===== config.mk =====
export PLATFORM = sky130hd
export DESIGN_NAME = hazard_ctrl
export DESIGN_NICKNAME = d
export VERILOG_FILES = /design/src/rtl/core_pkg.sv /design/src/rtl/hazard_ctrl_sat_counter.sv /design/src/rtl/hazard_ctrl.sv
export SDC_FILE = /design/constraint.sdc
export NUM_CORES = 1
export LEC_CHECK = 0
export CORE_MARGIN = 3
export CORE_UTILIZATION = 40
export CTS_BUF_LIST = sky130_fd_sc_hd__clkbuf_16
export DETAILED_ROUTE_END_ITERATION = 7
export PLACE_DENSITY = 0.72
export SLEW_MARGIN = 40
export SYNTH_ARGS = -nofsm -noshare
export SYNTH_HDL_FRONTEND = slang
export SYNTH_SLANG_ARGS = --single-unit

===== constraint.sdc =====
create_clock -name clk -period 6.4 [get_ports clk]
set_clock_uncertainty 0.2 [all_clocks]
set_input_delay 0.64 -clock clk [delete_from_list [all_inputs] [get_ports clk]]
set_output_delay 0.64 -clock clk [all_outputs]
set_load 0.02 [all_outputs]

===== src/rtl/core_pkg.sv =====
// Shared types and helpers for the five-stage core.
// Forwarding selects, hazard FSM states and register constants.
package core_pkg;

  typedef enum logic [1:0] {
    FWD_RF = 2'b00,
    FWD_W  = 2'b01,
    FWD_M  = 2'b10
  } fwd_sel_t;

  typedef enum logic {
    RUN     = 1'b0,
    MEMWAIT = 1'b1
  } hz_state_t;

  localparam logic [3:0] REG_PC = 4'd15;

  // Memory stage wins over writeback: it holds the younger result.
  function automatic fwd_sel_t fwd_pick(
    input logic       wr_m,
    input logic [3:0] wa_m,
    input logic       wr_w,
    input logic [3:0] wa_w,
    input logic [3:0] ra
  );
    if (wr_m && (wa_m == ra)) return FWD_M;
    if (wr_w && (wa_w == ra)) return FWD_W;
    return FWD_RF;
  endfunction

endpackage


===== src/rtl/hazard_ctrl_sat_counter.sv =====
// Saturating event counter used for debug statistics.
// Holds at all-ones instead of wrapping.
module sat_counter #(
  parameter int W = 16
) (
  input  logic         clk,
  input  logic         reset_n,
  input  logic         inc,
  output logic [W-1:0] count
);

  always_ff @(posedge clk or negedge reset_n) begin
    if (!reset_n) begin
      count <= '0;
    end else if (inc && (count != '1)) begin
      count <= count + 1'b1;
    end
  end

endmodule


===== src/rtl/hazard_ctrl.sv =====
// Pipeline hazard controller: stalls, flushes, forwarding,
// data-memory wait interlock and debug event counters.
module hazard_ctrl
  import core_pkg::*;
#(
  parameter int TIMEOUT = 64,
  parameter int CNTW    = 16
) (
  input  logic            clk,
  input  logic            reset_n,
  input  logic [3:0]      RA1D,
  input  logic [3:0]      RA2D,
  input  logic [3:0]      RA1E,
  input  logic [3:0]      RA2E,
  input  logic [3:0]      WA3E,
  input  logic [3:0]      WA3M,
  input  logic [3:0]      WA3W,
  input  logic            RegWriteE,
  input  logic            RegWriteM,
  input  logic            RegWriteW,
  input  logic            MemtoRegE,
  input  logic            PCSrcE,
  input  logic            MemReqM,
  input  logic            MemReadyM,
  output logic            StallF,
  output logic            StallD,
  output logic            StallE,
  output logic            StallM,
  output logic            FlushD,
  output logic            FlushE,
  output logic            FlushW,
  output logic [1:0]      ForwardAE,
  output logic [1:0]      ForwardBE,
  output logic            MemFault,
  output logic [CNTW-1:0] StallCnt,
  output logic [CNTW-1:0] FlushCnt
);

  localparam int WW = $clog2(TIMEOUT + 1);
  localparam logic [WW-1:0] WMAX = WW'(TIMEOUT);

  hz_state_t     state;
  hz_state_t     state_nxt;
  logic [WW-1:0] wcnt;
  logic [WW-1:0] wcnt_nxt;
  logic          mem_stall;
  logic          ld_stall;
  fwd_sel_t      fwd_a;
  fwd_sel_t      fwd_b;

  always_comb begin
    state_nxt = state;
    unique case (state)
      RUN:     if (MemReqM && !MemReadyM) state_nxt = MEMWAIT;
      MEMWAIT: if (MemReadyM) state_nxt = RUN;
      default: state_nxt = RUN;
    endcase
  end

  // Saturates at TIMEOUT; the stall itself is never forced to end.
  always_comb begin
    wcnt_nxt = '0;
    if (state_nxt == MEMWAIT) begin
      wcnt_nxt = (wcnt == WMAX) ? wcnt : wcnt + 1'b1;
    end
  end

  always_ff @(posedge clk or negedge reset_n) begin
    if (!reset_n) begin
      state    <= RUN;
      wcnt     <= '0;
      MemFault <= 1'b0;
    end else begin
      state <= state_nxt;
      wcnt  <= wcnt_nxt;
      if ((state_nxt == MEMWAIT) && (wcnt_nxt == WMAX)) begin
        MemFault <= 1'b1;
      end
    end
  end

  assign mem_stall = !MemReadyM &&
                     ((state == MEMWAIT) || MemReqM);

  assign ld_stall = MemtoRegE && RegWriteE &&
                    ((WA3E == RA1D) || (WA3E == RA2D));

  always_comb begin
    StallF = 1'b0;
    StallD = 1'b0;
    StallE = 1'b0;
    StallM = 1'b0;
    FlushD = 1'b0;
    FlushE = 1'b0;
    FlushW = 1'b0;
    priority case (1'b1)
      !reset_n: begin
      end
      mem_stall: begin
        StallF = 1'b1;
        StallD = 1'b1;
        StallE = 1'b1;
        StallM = 1'b1;
        FlushW = 1'b1;
      end
      // A taken branch discards the load-use victim in D.
      PCSrcE: begin
        FlushD = 1'b1;
        FlushE = 1'b1;
      end
      ld_stall: begin
        StallF = 1'b1;
        StallD = 1'b1;
        FlushE = 1'b1;
      end
      default: begin
      end
    endcase
  end

  assign fwd_a = fwd_pick(RegWriteM, WA3M, RegWriteW, WA3W, RA1E);
  assign fwd_b = fwd_pick(RegWriteM, WA3M, RegWriteW, WA3W, RA2E);

  assign ForwardAE = reset_n ? fwd_a : FWD_RF;
  assign ForwardBE = reset_n ? fwd_b : FWD_RF;

  sat_counter #(.W(CNTW)) u_stall_cnt (
    .clk     (clk),
    .reset_n (reset_n),
    .inc     (StallF),
    .count   (StallCnt)
  );

  sat_counter #(.W(CNTW)) u_flush_cnt (
    .clk     (clk),
    .reset_n (reset_n),
    .inc     (FlushE),
    .count   (FlushCnt)
  );

endmodule

==> reports/metrics.cfg <==
[status]
result_of_the_run = finished clean

[global_route]
gr-usage-all-layers_pct = 15.8
antenna_found_initial = 0
globalRouteOverflowTotal = 0
grt_pass1_wl_mm = 9.20
via_count_of_the_first_global_routing_pass = 1952
grt_max_degree = 29

[setup_path]
register_to_register_path_depth = 6
ff2ff_setup_slack_ns = 3.88
regToRegEndpoint = u_stall_cnt.count[1]$_DFFE_PN0P_
worstReg2RegStart = u_stall_cnt.count[0]$_DFFE_PN0P_
critical_path_end_type = output pin
worst_ep_arrival_time_ns = 2.71
crit_path_start_kind = input port
cp_data_required_time_ns = 5.56
crit_fanout = 4
worst-setup-path-type = in2out

[clock_tree]
post_cts_resize_count = 0
clock_tree_from_tritoncts = yes
clock_sinks = 41
postCtsSetupBuffers = 0
cts_buffer_depth = 2
numCtsBuffers = 5
number_of_h_tree_levels = 2
cts_hold_buf = 0
clk_pin_slew_worst_paths_ns = 0.06
clk_latency_ns = 0.28
root_buffer_selected_by_cts = sky130_fd_sc_hd__clkbuf_16

[final_layout]
drive_gt1_share_pct = 7.91
final_nets = 356
n_fill_cell = 500
final_area_um2 = 3410
diodes = 0
area_growth_pct = 41.5

[sta]
setup_total_negative_slack_ns = 0
finalWorstPathRequiredPeriod_ns = 3.55
final_max_slew_viol_count = 0
timing.slew.headroom_pct = 59.4
post-route-worst-setup-slack_ns = 2.85
timing_worst_slew_pin_value_ns = 0.608
min_period_over_period_pct = 55.5
grt_setup_unrepaired = no
setup_viol = 0
hold_violations = 0
max_freq_ghz = 0.282

[synthesis]
most_instantiated_cells_after_synthesis = 41 x sky130_fd_sc_hd__dfrtp_1, 35 x sky130_fd_sc_hd__xnor2_1, 25 x sky130_fd_sc_hd__xor2_1, 19 x sky130_fd_sc_hd__nor2_1, 18 x sky130_fd_sc_hd__nand2_1
postSynthAreaPerCell_um2 = 10.2
dominantRegCellSynth = sky130_fd_sc_hd__dfrtp_1
post_synth_instance_area_um2 = 2410
synthMostInstantiatedCell = sky130_fd_sc_hd__dfrtp_1
yosys_warnings = 0
netlist_top_cells_area = sky130_fd_sc_hd__dfrtp_1 43%, sky130_fd_sc_hd__xnor2_1 13%, sky130_fd_sc_hd__xor2_1 9.1%, sky130_fd_sc_hd__nand3_1 3.1%, sky130_fd_sc_hd__nor2_1 3.0%
netlist-cell-type-count = 36
async_reset_ff_share_pct = 100
yosysTopAreaCell = sky130_fd_sc_hd__dfrtp_1
flop_and_latch_count_out_of_synthesis = 41
synthesized_netlist_net_count = 276
synth-edff-count = 0
synth_top_cell_area_share_pct = 42.6
post_synth_inst_count = 235
synth_sequential_area_ratio_pct = 42.6

[min_path]
holdCritPathClass = in2async

[floorplanning]
io_pins = 81
dieArea_um2 = 6980
std_cell_rows = 27
die_width_um = 83.6
die_y_um = 83.6
core-area_um2 = 5680
start_util_pct = 42.4

[place]
post-place-ws_ns = 2.85
place.port_buffers = 80
detailed_place_hpwl_mm = 4.05
post_dp_cell_area_um2 = 3240
globalplace.congestion = 0.848

[power]
leakagePower_nw = 1.39
power_density_over_cell_area_nw_per_um2 = 260
worst_ir_drop_vdd_uv = 211

[route]
drc = 0
routed-via-count = 1930
detail_route.wirelength_mm = 5.29
wl_per_cell_um = 13.6
route.antenna.remaining_nets = 0
first_pass_iters = 4
vias_per_cell = 4.97
count_of_routing_violations_after_the_opening_detailed_route_iteration = 58

[flow_run]
cap_violations = 0

==> layer usage <==
layer | vias up | GRT usage (%) | routed length (um)
met1 | 884 | 22.0 | 2580
li1 | 973 | - | -
met5 | - | 0 | 0
met3 | 7 | 3.95 | 333
met4 | 0 | 4.39 | 56
met2 | 66 | 24.6 | 2320
==> state kept, by name (all words and copies together), names as in the netlist <==
register,cells
state,1
wcnt,7
MemFault,1
u_flush_cnt.count,16
u_stall_cnt.count,16
==> cell families (layout without fill, tap and decap cells) <==
logic type	after synthesis	count (layout)	share of synthesized area (%)
adders and majority gates	4	4	2.08
AOI/OAI and AO/OA	15	15	5.25
xor gates and xnor gates	60	60	21.8
and+or+nand+nor	97	97	23.5
buffers and inverters	16	97	3.59
DFF	41	41	42.6
muxes	2	2	1.09
==> worst max-delay path by stage <==
stage               cells past startpoint  slack (ns)     end     from
finish                                  7        2.85  FlushE  WA3E[1]
global route                            7        2.66  FlushE  WA3E[1]
CTS                                     7        2.83  FlushE  WA3E[1]
detailed placement                      7        2.85  FlushE  WA3E[1]
global placement                        7        2.85  FlushE  WA3E[2]
floorplan                               6        3.84  StallF  MemReqM
==> report_power, final <==
part	internal [W]	total (W)	switching (W)
Sequential	0.000297	0.000353	0.0000562
Combinational	0.000135	0.000256	0.000121
Clock	0.000181	0.000276	0.0000948
==> cells in the final DEF, fill, tap and decap left out, types with 2 or more instances in the layout <==
master,n
sky130_fd_sc_hd__xor2_1,25
sky130_fd_sc_hd__and2_1,2
sky130_fd_sc_hd__inv_1,9
sky130_fd_sc_hd__ha_1,4
sky130_fd_sc_hd__nand4_4,2
sky130_fd_sc_hd__and4_1,2
sky130_fd_sc_hd__dfrtp_1,41
sky130_fd_sc_hd__clkbuf_16,5
sky130_fd_sc_hd__nor4_1,7
sky130_fd_sc_hd__nor4_2,2
sky130_fd_sc_hd__nand3_1,15
sky130_fd_sc_hd__nand2_1,18
sky130_fd_sc_hd__a31o_2,2
sky130_fd_sc_hd__clkdlybuf4s50_1,79
sky130_fd_sc_hd__nor3_1,4
sky130_fd_sc_hd__a21oi_1,2
sky130_fd_sc_hd__nand4_1,11
sky130_fd_sc_hd__nand4b_1,2
sky130_fd_sc_hd__and3_1,5
sky130_fd_sc_hd__nor3_2,5
sky130_fd_sc_hd__nor2_1,19
sky130_fd_sc_hd__xnor2_1,35
sky130_fd_sc_hd__o21bai_1,2
sky130_fd_sc_hd__o21ai_0,3
==> critical path, stage by stage <==
cell,delay (ns)
sky130_fd_sc_hd__clkdlybuf4s50_1,0.52
sky130_fd_sc_hd__xnor2_1,0.15
sky130_fd_sc_hd__nand4_1,0.20
sky130_fd_sc_hd__a21oi_1,0.36
sky130_fd_sc_hd__nor2_1,0.13
sky130_fd_sc_hd__nor2_1,0.11
sky130_fd_sc_hd__clkdlybuf4s50_1,0.61
==> per-stage QoR <==
step | total power [W] | utilization, % | std cells | hold WS [ns]
2_1_floorplan | 0.000484 | - | 235 | 0.144
5_1_grt | 0.000931 | 60.0 | 388 | 0.216
3_5_place_dp | 0.000615 | 57.2 | 380 | 0.260
3_3_place_gp | 0.000612 | 57.2 | 380 | 0.257
6_report | 0.000885 | 60.0 | 388 | 0.172
4_1_cts | 0.000896 | 60.0 | 388 | 0.190
==> cell type report <==
type	count	area, um^2	share of cell area [%]
clock buffers	5	125	3.67
inverters	8	30.0	0.881
clock inverters	3	37.5	1.10
multi-input cells	178	1290	38.0
repair buffers	81	803	23.6
flip-flops and latches	41	1030	30.1
well taps	72	90.1	2.64
Power figures use the tool's default switching activity.
